<file path="config.mk">
export PLATFORM = sky130hd
export DESIGN_NAME = ccff_bitstream_loader
export DESIGN_NICKNAME = d
export VERILOG_FILES = /design/src/rtl/ccff_bitstream_loader.sv
export SDC_FILE = /design/constraint.sdc
export NUM_CORES = 1
export LEC_CHECK = 0
export ABC_AREA = 1
export CAP_MARGIN = 30
export CORE_MARGIN = 2
export CORE_UTILIZATION = 53
export DETAILED_ROUTE_END_ITERATION = 10
export GPL_TIMING_DRIVEN = 1
export PLACE_DENSITY = 0.73
export SYNTH_ARGS = -nofsm -noshare
export SYNTH_HDL_FRONTEND = slang
export SYNTH_SLANG_ARGS = --single-unit
</file>
<file path="constraint.sdc">
create_clock -name prog_clk -period 1.8 [get_ports prog_clk]
set_input_delay 0.27 -clock prog_clk [delete_from_list [all_inputs] [get_ports prog_clk]]
set_output_delay 0.27 -clock prog_clk [all_outputs]
set_load 0.005 [all_outputs]
</file>
<file path="src/rtl/ccff_bitstream_loader.sv">
// ---------------------------------------------------------------------------
// ccff_bitstream_loader
//
// Purpose:
//   Loads one configuration-chain segment from a stream of parallel bitstream
//   words. Words arrive over a valid/ready handshake, are serialised MSB first
//   onto ccff_head, and ccff_shift_en tells the integration clock gate on
//   which prog_clk edges the chain may shift. Exactly CHAIN_LEN shifts are
//   issued per pass, then done pulses for one cycle.
//
// Optional feature (macro CCFF_LOADER_READBACK_EN):
//   After the load pass a second, identical pass is streamed in (VERIFY).
//   Each shift of that pass compares the bit leaving the chain (ccff_tail)
//   with the bit entering it; any difference sets the sticky err flag.
//   Without the macro there is no VERIFY pass, ccff_tail is ignored and
//   err is tied to 0.
//
// Ports:
//   prog_clk       in   programming clock (loader logic itself is ungated)
//   prog_reset_n   in   synchronous active-low reset
//   start          in   one-cycle load request, honoured only in IDLE
//   bs_valid       in   bitstream word available on bs_data
//   bs_data        in   bitstream word, bit WORD_W-1 shifted first
//   bs_ready       out  loader accepts a word this cycle
//   ccff_head      out  registered serial bit into the chain
//   ccff_shift_en  out  registered chain clock enable
//   ccff_tail      in   chain output (readback only)
//   busy           out  high from the cycle after accepted start until done
//   done           out  one-cycle completion pulse
//   err            out  sticky readback mismatch
//   o_dbg_state    out  current FSM state (IDLE=0, LOAD=1, VERIFY=2, DONE=3)
//
// Handshake: a word is transferred on every rising prog_clk edge where
//   bs_valid and bs_ready are both 1; bs_ready never depends on bs_valid,
//   and the host must hold bs_data stable while bs_valid is 1.
// ---------------------------------------------------------------------------
module ccff_bitstream_loader #(
   parameter int WORD_W    = 8,
   parameter int CHAIN_LEN = 30
) (
   input  logic              prog_clk,
   input  logic              prog_reset_n,
   input  logic              start,
   input  logic              bs_valid,
   input  logic [WORD_W-1:0] bs_data,
   output logic              bs_ready,
   output logic              ccff_head,
   output logic              ccff_shift_en,
   input  logic              ccff_tail,
   output logic              busy,
   output logic              done,
   output logic              err,
   output logic [1:0]        o_dbg_state
);

   localparam int BW      = $clog2(CHAIN_LEN + 1);
   localparam int SW      = $clog2(WORD_W + 1);
   localparam int N_WORDS = (CHAIN_LEN + WORD_W - 1) / WORD_W;
   localparam int WCW     = $clog2(N_WORDS + 1);

   localparam logic [BW-1:0]  LP_LEN     = BW'(CHAIN_LEN);
   localparam logic [BW-1:0]  LP_BIT_ONE = BW'(1);
   localparam logic [SW-1:0]  LP_WW      = SW'(WORD_W);
   localparam logic [SW-1:0]  LP_SH_ONE  = SW'(1);
   localparam logic [WCW-1:0] LP_NW      = WCW'(N_WORDS);
   localparam logic [WCW-1:0] LP_W_ONE   = WCW'(1);

   typedef enum logic [1:0] {
      S_IDLE   = 2'd0,
      S_LOAD   = 2'd1,
      S_VERIFY = 2'd2,
      S_DONE   = 2'd3
   } state_t;

   state_t              r_state;
   state_t              w_state_nxt;

   logic [BW-1:0]       r_bitcnt;
   logic [WCW-1:0]      r_wcnt;
   logic [WORD_W-1:0]   r_sh;
   logic [SW-1:0]       r_sh_cnt;
   logic [WORD_W-1:0]   r_hold;
   logic                r_hold_valid;
   logic                r_head;
   logic                r_shift_en;

   logic                w_active;
   logic                w_bs_ready;
   logic                w_accept;
   logic                w_pass_end;
   logic                w_fire;
   logic [WORD_W-1:0]   w_cur_data;
   logic [SW-1:0]       w_cur_cnt;
   logic                w_take_hold;
   logic                w_take_in;
   logic                w_start_ok;

   assign w_active   = (r_state == S_LOAD) || (r_state == S_VERIFY);
   // Words beyond one pass are left with the host.
   assign w_bs_ready = w_active && !r_hold_valid && (r_wcnt < LP_NW);
   assign w_accept   = w_bs_ready && bs_valid;
   assign w_pass_end = w_active && (r_bitcnt == LP_LEN);
   assign w_start_ok = (r_state == S_IDLE) && start;

   // Word supplying this cycle's bit. When the shift register is empty the
   // holding register, or failing that the word being accepted right now, is
   // used directly; this keeps first-word latency at one edge and avoids a
   // bubble when the shift register drains.
   always_comb begin
      w_cur_data  = r_sh;
      w_cur_cnt   = r_sh_cnt;
      w_take_hold = 1'b0;
      w_take_in   = 1'b0;
      if (r_sh_cnt == '0) begin
         if (r_hold_valid) begin
            w_cur_data  = r_hold;
            w_cur_cnt   = LP_WW;
            w_take_hold = 1'b1;
         end else if (w_accept) begin
            w_cur_data  = bs_data;
            w_cur_cnt   = LP_WW;
            w_take_in   = 1'b1;
         end
      end
   end

   // Bits of the final word past CHAIN_LEN are never fired and get dropped.
   assign w_fire = w_active && (w_cur_cnt != '0) && (r_bitcnt < LP_LEN);

   // ------------------------------------------------------------------ FSM
   always_ff @(posedge prog_clk) begin
      if (!prog_reset_n) begin
         r_state <= S_IDLE;
      end else begin
         r_state <= w_state_nxt;
      end
   end

   always_comb begin
      w_state_nxt = r_state;
      case (r_state)
         S_IDLE: begin
            if (start) w_state_nxt = S_LOAD;
         end
         S_LOAD: begin
`ifdef CCFF_LOADER_READBACK_EN
            if (w_pass_end) w_state_nxt = S_VERIFY;
`else
            if (w_pass_end) w_state_nxt = S_DONE;
`endif
         end
         S_VERIFY: begin
            if (w_pass_end) w_state_nxt = S_DONE;
         end
         S_DONE: begin
            w_state_nxt = S_IDLE;
         end
         default: begin
            w_state_nxt = S_IDLE;
         end
      endcase
   end

   // ------------------------------------------------------------- datapath
   always_ff @(posedge prog_clk) begin
      if (!prog_reset_n) begin
         r_bitcnt     <= '0;
         r_wcnt       <= '0;
         r_sh         <= '0;
         r_sh_cnt     <= '0;
         r_hold       <= '0;
         r_hold_valid <= 1'b0;
         r_head       <= 1'b0;
         r_shift_en   <= 1'b0;
      end else begin
         r_shift_en <= w_fire;

         if (w_fire) begin
            r_head   <= w_cur_data[WORD_W-1];
            r_bitcnt <= r_bitcnt + LP_BIT_ONE;
            r_sh     <= w_cur_data << 1;
            r_sh_cnt <= w_cur_cnt - LP_SH_ONE;
         end else begin
            r_sh     <= w_cur_data;
            r_sh_cnt <= w_cur_cnt;
         end

         if (w_take_hold) begin
            r_hold_valid <= 1'b0;
         end
         if (w_accept && !w_take_in) begin
            r_hold       <= bs_data;
            r_hold_valid <= 1'b1;
         end

         if (w_accept) begin
            r_wcnt <= r_wcnt + LP_W_ONE;
         end

         // Fresh pass: counters and buffers restart. Leftover LSBs of the
         // final word are discarded here.
         if ((r_state == S_IDLE) || w_pass_end) begin
            r_bitcnt     <= '0;
            r_wcnt       <= '0;
            r_sh_cnt     <= '0;
            r_hold_valid <= 1'b0;
         end
      end
   end

`ifdef CCFF_LOADER_READBACK_EN
   logic r_err;

   // During VERIFY the chain tail presents the bit loaded CHAIN_LEN shifts
   // earlier, which must equal the bit now entering at the head.
   always_ff @(posedge prog_clk) begin
      if (!prog_reset_n) begin
         r_err <= 1'b0;
      end else if (w_start_ok) begin
         r_err <= 1'b0;
      end else if ((r_state == S_VERIFY) && r_shift_en && (ccff_tail != r_head)) begin
         r_err <= 1'b1;
      end
   end

   assign err = r_err;
`else
   logic w_unused_tail;
   logic w_unused_start_ok;

   assign w_unused_tail     = ccff_tail;
   assign w_unused_start_ok = w_start_ok;
   assign err               = 1'b0;
`endif

   // ------------------------------------------------------------- outputs
   assign bs_ready      = w_bs_ready;
   assign ccff_head     = r_head;
   // Gated by reset so the chain never shifts on the edge that resets us.
   assign ccff_shift_en = r_shift_en & prog_reset_n;
   assign busy          = (r_state != S_IDLE);
   assign done          = (r_state == S_DONE);
   assign o_dbg_state   = r_state;

endmodule
</file>
==> results of run 1 <==
==> area by class of cell <==
class	instances	area, um2	area share, %
clock buffers	8	48.8	2.25
inverters	45	174	8.03
multi-input cells	173	951	43.9
flip-flops and latches	33	662	30.6
well taps	46	57.6	2.66
repair buffers	31	273	12.6
==> registers in the layout, indices dropped and copies added, names as in the netlist <==
name and cells:
o_dbg_state 2, r_hold_valid 1, r_sh 8, ccff_head 1, r_hold 8, r_sh_cnt 4
r_wcnt 3, r_shift_en 1, r_bitcnt 5
==> routing by layer <==
layer	GRT usage [%]	vias to the layer above
met5	0	-
met2	36.3	27
met4	10.0	0
met1	22.1	693
li1	-	857
met3	6.85	7
==> power groups by stage <==
stage | Combinational [W] | Sequential (W) | Clock [W]
final | 0.00173 | 0.000969 | 0.000397
after global placement | 0.00166 | 0.000977 | 0
after CTS | 0.00170 | 0.000963 | 0.000415
after global routing | 0.00198 | 0.000982 | 0.000447
after detailed placement | 0.00167 | 0.000981 | 0
after floorplan | 0.00119 | 0.000983 | 0
==> placed cells by master (no fill, tap or decap) <==
cell             count
dfxtp_2              1
nor2_1               9
inv_2                3
dfxtp_1             32
xnor2_1              1
clkinv_4             1
o21ai_1              3
clkbuf_4             5
a21oi_4              2
ha_4                 1
a21oi_1             19
o21ai_0             11
nand4_1              8
nand2_2              2
conb_1               1
clkdlybuf4s50_1     17
clkbuf_2             1
nor2_8               1
ha_1                 5
nor3b_1              1
nand2_4              1
nor2_4               4
inv_1               41
nand3_4              2
or2_2                9
clkbuf_1             3
nand3_1             10
nand2_1             79
nand3b_1             1
buf_4               13
nor3_2               1
xor2_1               2
==> critical path, stage by stage (launching register included) <==
cell             delay (ns)
dfxtp_2                0.34
buf_4                  0.13
ha_1                   0.19
clkdlybuf4s50_1        0.45
==> stage by stage <==
step / hold WS, ns / std cells / power (W) / instance area [um2]
detailed placement: 0.445 / 327 / 0.00265 / 2090
global placement: 0.445 / 327 / 0.00263 / 2090
floorplan: 0.419 / 258 / 0.00217 / 1810
finish: 0.462 / 336 / 0.00309 / 2170
global route: 0.486 / 336 / 0.00341 / 2170
CTS: 0.462 / 335 / 0.00308 / 2150
==> logic make-up after synthesis <==
group                      count (synthesis)  synth area share, %
and+or+nand+nor                          127                 34.4
buffers and inverters                     53                 12.7
AOI/OAI and AO/OA                         35                 10.5
DFF                                       33                 36.5
adders and majority gates                  6                 4.15
xor gates and xnor gates                   3                 1.45
other                                      1                0.207
==> what timing repair did <==
item | 4_1_cts | 5_1_grt
resized for setup | 2 | 7
endpoints found under the hold margin | 0 | 0
cloned | 0 | 1
pin swaps | 1 | 2
setup endpoints to repair | 1 | 12
==> worst paths after layout <==
kind / start / end / cells past startpoint
max: o_dbg_state[0] / done / 3
min: ccff_head / ccff_head / 2
max reg2reg: o_dbg_state[1] / r_sh[4] / 10
min reg2reg: ccff_head / ccff_head / 2
==> summary.md, run 1 <==
| Metric | Value |
|---|---|
| Antenna Diode Count | `0` |
| Fillers | `315` |
| Final setup TNS | `0 ns` |
| Post-synth top area share | `36.5%` |
| Total gr overflow | `0` |
| Drt drc | `0` |
| Buffers added on ports | `18` |
| DR vias | `1584` |
| Crit end category | `output port` |
| Layout Nets | `308` |
| Crit path max fanout | `3` |
| Clock-pin slew on the worst setup and hold paths | `0.10 ns` |
| Met3 WL post-DR | `144 um` |
| Clk sinks | `33` |
| Main area contributors after synthesis | `dfxtp_1 37%, nand2_1 17%, inv_1 8.7%` |
| Dpl ws | `0.0546 ns` |
| Met2 Routed Length | `1.74 mm` |
| Reg-to-reg slack, setup | `0.18 ns` |
| CTS root buffer | `clkbuf_4` |
| Clock power share | `12.8%` |
| Worst setup margin | `0.0917 ns` |
| Synth warn | `0` |
| Clock buffer depth | `2` |
| Fmax | `0.585 GHz` |
| Sequential Power Share | `31.3%` |
| Status | `finished clean` |
| Post-CTS Setup Bufs | `0` |
| H-Tree Depth | `2` |
| Hold Crit Class | `reg2reg` |
| Tot GR Track Use | `20.6%` |
| Post-synth cell types | `30` |
| Tcrit/Tclk final | `94.9%` |
| Syn-to-layout area delta | `19.8%` |
| Detailed Route WL | `3.57 mm` |
| Wire per inst | `10.6 um` |
| Clock Skew | `0.0106 ns` |
| Main flop type after synthesis | `dfxtp_1` |
| Setup violators final | `0` |
| Vias/cell | `4.71` |
| Core outline area | `3310 um2` |
| Cell taking the most area after synthesis | `dfxtp_1` |
| Switch share | `43.3%` |
| Post-synth ARST share | `0%` |
| Avg Cell Area, Syn | `7.01 um2` |
| Share of the yosys chip area belonging to registers | `36.5%` |
| Clk Latency, worst-skew pair | `0.34 ns` |
| Cells after Synth | `258` |
| Worst vdd ir | `0.000815 V` |
| Pwr Density | `1430 nW/um2` |
| Initial antenna violation count | `0` |
| CTS tree | `built` |
| RSZ-0062 raised after global routing | `no` |
| Top Metal Used | `met4` |
| Largest net degree at the start of global routing | `17` |
| Post-DP HPWL | `2.66 mm` |
| Setup CP Type | `reg2out` |
| Die area | `3890 um2` |
| First-iteration detailed-routing DRC count | `119` |
| First-pass GRT wire length | `6.30 mm` |
| Top cells by count, synth | `80 x nand2_1, 42 x inv_1, 33 x dfxtp_1` |
| Die H | `62.4 um` |
| Final Max Slew Viols | `0` |
| Global placement routability congestion | `0.784` |
| Routed Antenna Nets | `0` |
| Combinational Power Share | `55.8%` |
| Net count after synthesis | `277` |
| M1 WL | `1.63 mm` |
| First-pass DRT Iterations | `4` |
| Vias in the first global route | `1536` |
| Max cap viols | `0` |
| Data arrival, critical path | `1.44 ns` |
| Row cnt | `21` |
| Die W | `62.4 um` |
| Layout cell share with drive strength beyond 1 | `16.2%` |
| Net load switching power | `0.00134 W` |
| Io pins | `21` |
| FF+latch count, synth | `33` |
| CP Data Required Time | `1.53 ns` |
| Pint | `0.00175 W` |
| Fin. Hold Viols | `0` |
| Synthesized area | `1810 um2` |
| Leak pwr | `1.07 nW` |
| Startpoint type of the worst setup path | `register` |
| Num CTS Buffers | `5` |
| Starting Density | `54.6%` |
| EDFF count, synth | `0` |
| Top-count cell post-synth | `nand2_1` |
| CTS hold repair buffers | `0` |
| Final core utilization | `65.4%` |
| Final Critical Period | `1.71 ns` |
No activity file was read; power rests on OpenSTA's default activity.
==> inputs of run 2 (changes only) <==
--- a/config.mk
+++ b/config.mk
@@ -7,11 +7,14 @@
 export LEC_CHECK = 0
 export ABC_AREA = 1
 export CAP_MARGIN = 30
+export CELL_PAD_IN_SITES_DETAIL_PLACEMENT = 0
+export CELL_PAD_IN_SITES_GLOBAL_PLACEMENT = 2
 export CORE_MARGIN = 2
-export CORE_UTILIZATION = 53
+export CORE_UTILIZATION = 31
+export CTS_BUF_LIST = sky130_fd_sc_hd__clkbuf_4 sky130_fd_sc_hd__clkbuf_8 sky130_fd_sc_hd__clkbuf_16
 export DETAILED_ROUTE_END_ITERATION = 10
 export GPL_TIMING_DRIVEN = 1
-export PLACE_DENSITY = 0.73
+export PLACE_DENSITY = 0.75
 export SYNTH_ARGS = -nofsm -noshare
 export SYNTH_HDL_FRONTEND = slang
 export SYNTH_SLANG_ARGS = --single-unit
==> run 2 against run 1 <==
Net effect: total power up 11%; first-iteration DRC count down 51%; combinational power up 9%; critical path depth up 1; worst hold slack better by 0.0039 ns; sequential power down 0.7%; count of clock-buffer cells in the layout down 1; sequential share of layout area down 1.8 points; global-route usage down 7.6 points; routed wire length up 6.0%; clock power up 46%; critical path type is now in2out; largest power group unchanged.
==> summary.md, run 2 (synthesis results as in run 1) <==
| Metric | Value |
|---|---|
| Status | `finished clean` |
| Layout cell share with drive strength beyond 1 | `18.2%` |
| Drt drc | `0` |
| Clock-pin slew on the worst setup and hold paths | `0.06 ns` |
| Startpoint type of the worst setup path | `input pin` |
| Die H | `80.4 um` |
| Final instance area | `2300 um2` |
| CTS root buffer | `clkbuf_8` |
| Crit end category | `output port` |
| DR vias | `1542` |
| Tot GR Track Use | `13.0%` |
| Post-DP HPWL | `2.78 mm` |
| Buffers added on ports | `18` |
| Layout Nets | `316` |
| Io pins | `21` |
| Core outline area | `5570 um2` |
| Clk sinks | `33` |
| Fin. Hold Viols | `0` |
| Crit path max fanout | `3` |
| Vias/cell | `4.18` |
| Routed Antenna Nets | `0` |
| RSZ-0062 raised after global routing | `no` |
| Clock power share | `16.8%` |
| Global placement routability congestion | `0.716` |
| Commonest non-fill, non-tap cell in the layout | `nand2_1` |
| Post-DP Area | `2140 um2` |
| Clock buffer depth | `2` |
| Tcrit/Tclk final | `95.4%` |
| Leak pwr | `1.13 nW` |
| Hold Crit Class | `reg2reg` |
| Wire per inst | `10.3 um` |
| Biggest regs | `r_hold: 8 flops, r_sh: 8 flops, r_bitcnt: 5 flops` |
| Max cap viols | `0` |
| Worst vdd ir | `0.000626 V` |
| Num CTS Buffers | `5` |
| Detailed Route WL | `3.79 mm` |
| Highest-count cells in the layout ignoring fill and taps | `79 x nand2_1, 42 x inv_1, 33 x dfxtp_1` |
| Net load switching power | `0.00139 W` |
| Final core utilization | `41.2%` |
| First-pass DRT Iterations | `4` |
| CP Data Required Time | `1.53 ns` |
| Starting Density | `32.4%` |
| Antenna Diode Count | `0` |
| Clk Latency, worst-skew pair | `0.28 ns` |
| Syn-to-layout area delta | `27.1%` |
| Final hold slack | `0.466 ns` |
| Combinational Power Share | `55.2%` |
| Switch share | `40.6%` |
| CTS tree | `built` |
| First-pass GRT wire length | `6.53 mm` |
| Die area | `6460 um2` |
| Pwr Density | `1500 nW/um2` |
| Setup violators final | `0` |
| Final Critical Period | `1.72 ns` |
| Row cnt | `27` |
| Final Max Slew Viols | `0` |
| Data arrival, critical path | `1.45 ns` |
| Largest net degree at the start of global routing | `17` |
| Total gr overflow | `0` |
| Die W | `80.4 um` |
| Setup CP Type | `in2out` |
| Final setup TNS | `0 ns` |
| Initial antenna violation count | `0` |
| Sequential Power Share | `28.0%` |
| Fmax | `0.582 GHz` |
| Pint | `0.00204 W` |
| H-Tree Depth | `2` |
| Clock Skew | `0.00414 ns` |
| First-iteration detailed-routing DRC count | `58` |
| Vias in the first global route | `1404` |
-- run 2: changes by cell type in the layout (fill, tap and decap cells not counted), sizes merged --
cell and change:
dlygate4sd2 +1, clkbuf -1, nor2 -1, buf +8
-- run 2: path summary, 6_finish.rpt --
path                   endpoint  depth (start not counted)  slack (ns)            from
setup / recovery  ccff_shift_en                          4        0.08    prog_reset_n
hold / removal        ccff_head                          2        0.47       ccff_head
setup reg to reg        r_sh[5]                         11        0.16  o_dbg_state[0]
hold reg to reg       ccff_head                          2        0.47       ccff_head
-- run 2: per-stage QoR --
step                      setup WS, ns  total power [W]  instances
after global placement          0.0353          0.00274        356
after detailed placement        0.0344          0.00274        356
final                           0.0832          0.00343        369
after floorplan                 0.0961          0.00217        258
after CTS                       0.0728          0.00336        363
after global routing            0.0190          0.00379        369
-- run 2: layer usage --
layer  vias to the layer above  GRT usage [%]  part of all wire (%)
met5                         -              0                     0
met4                         0           4.58                  0.98
met1                       647           18.0                    54
met3                         4           3.60                   3.7
met2                        20           19.4                    41
li1                        871              -                     -
-- run 2: what timing repair did --
item / CTS / global route
setup endpoints to repair: 1 / 9
buffers inserted: 0 / 6
pin swaps: 1 / 1
gates cloned: 0 / 0
gates resized for setup: 2 / 3
hold buffers: 0 / 0
-- run 2: power by group through the flow --
stage / Clock (W) / Sequential (W) / Combinational [W]
after detailed placement: 0 / 0.000978 / 0.00176
after global routing: 0.000629 / 0.000980 / 0.00218
after CTS: 0.000603 / 0.000962 / 0.00180
final: 0.000578 / 0.000962 / 0.00189
after global placement: 0 / 0.000979 / 0.00176
after floorplan: 0 / 0.000983 / 0.00119
-- run 2: worst max-delay path: stages --
cell	delay, ns
clkdlybuf4s50_1	0.56
nand2_1	0.07
inv_1	0.05
clkdlybuf4s50_1	0.49
-- run 2: cell type report --
type | count | area (um2)
Clock buffer | 7 | 90.1
Fill cell | 597 | 3280
Inverter | 45 | 174
Multi-Input combinational cell | 172 | 941
Sequential cell | 33 | 661
Tap cell | 72 | 90.1
Timing Repair Buffer | 40 | 342
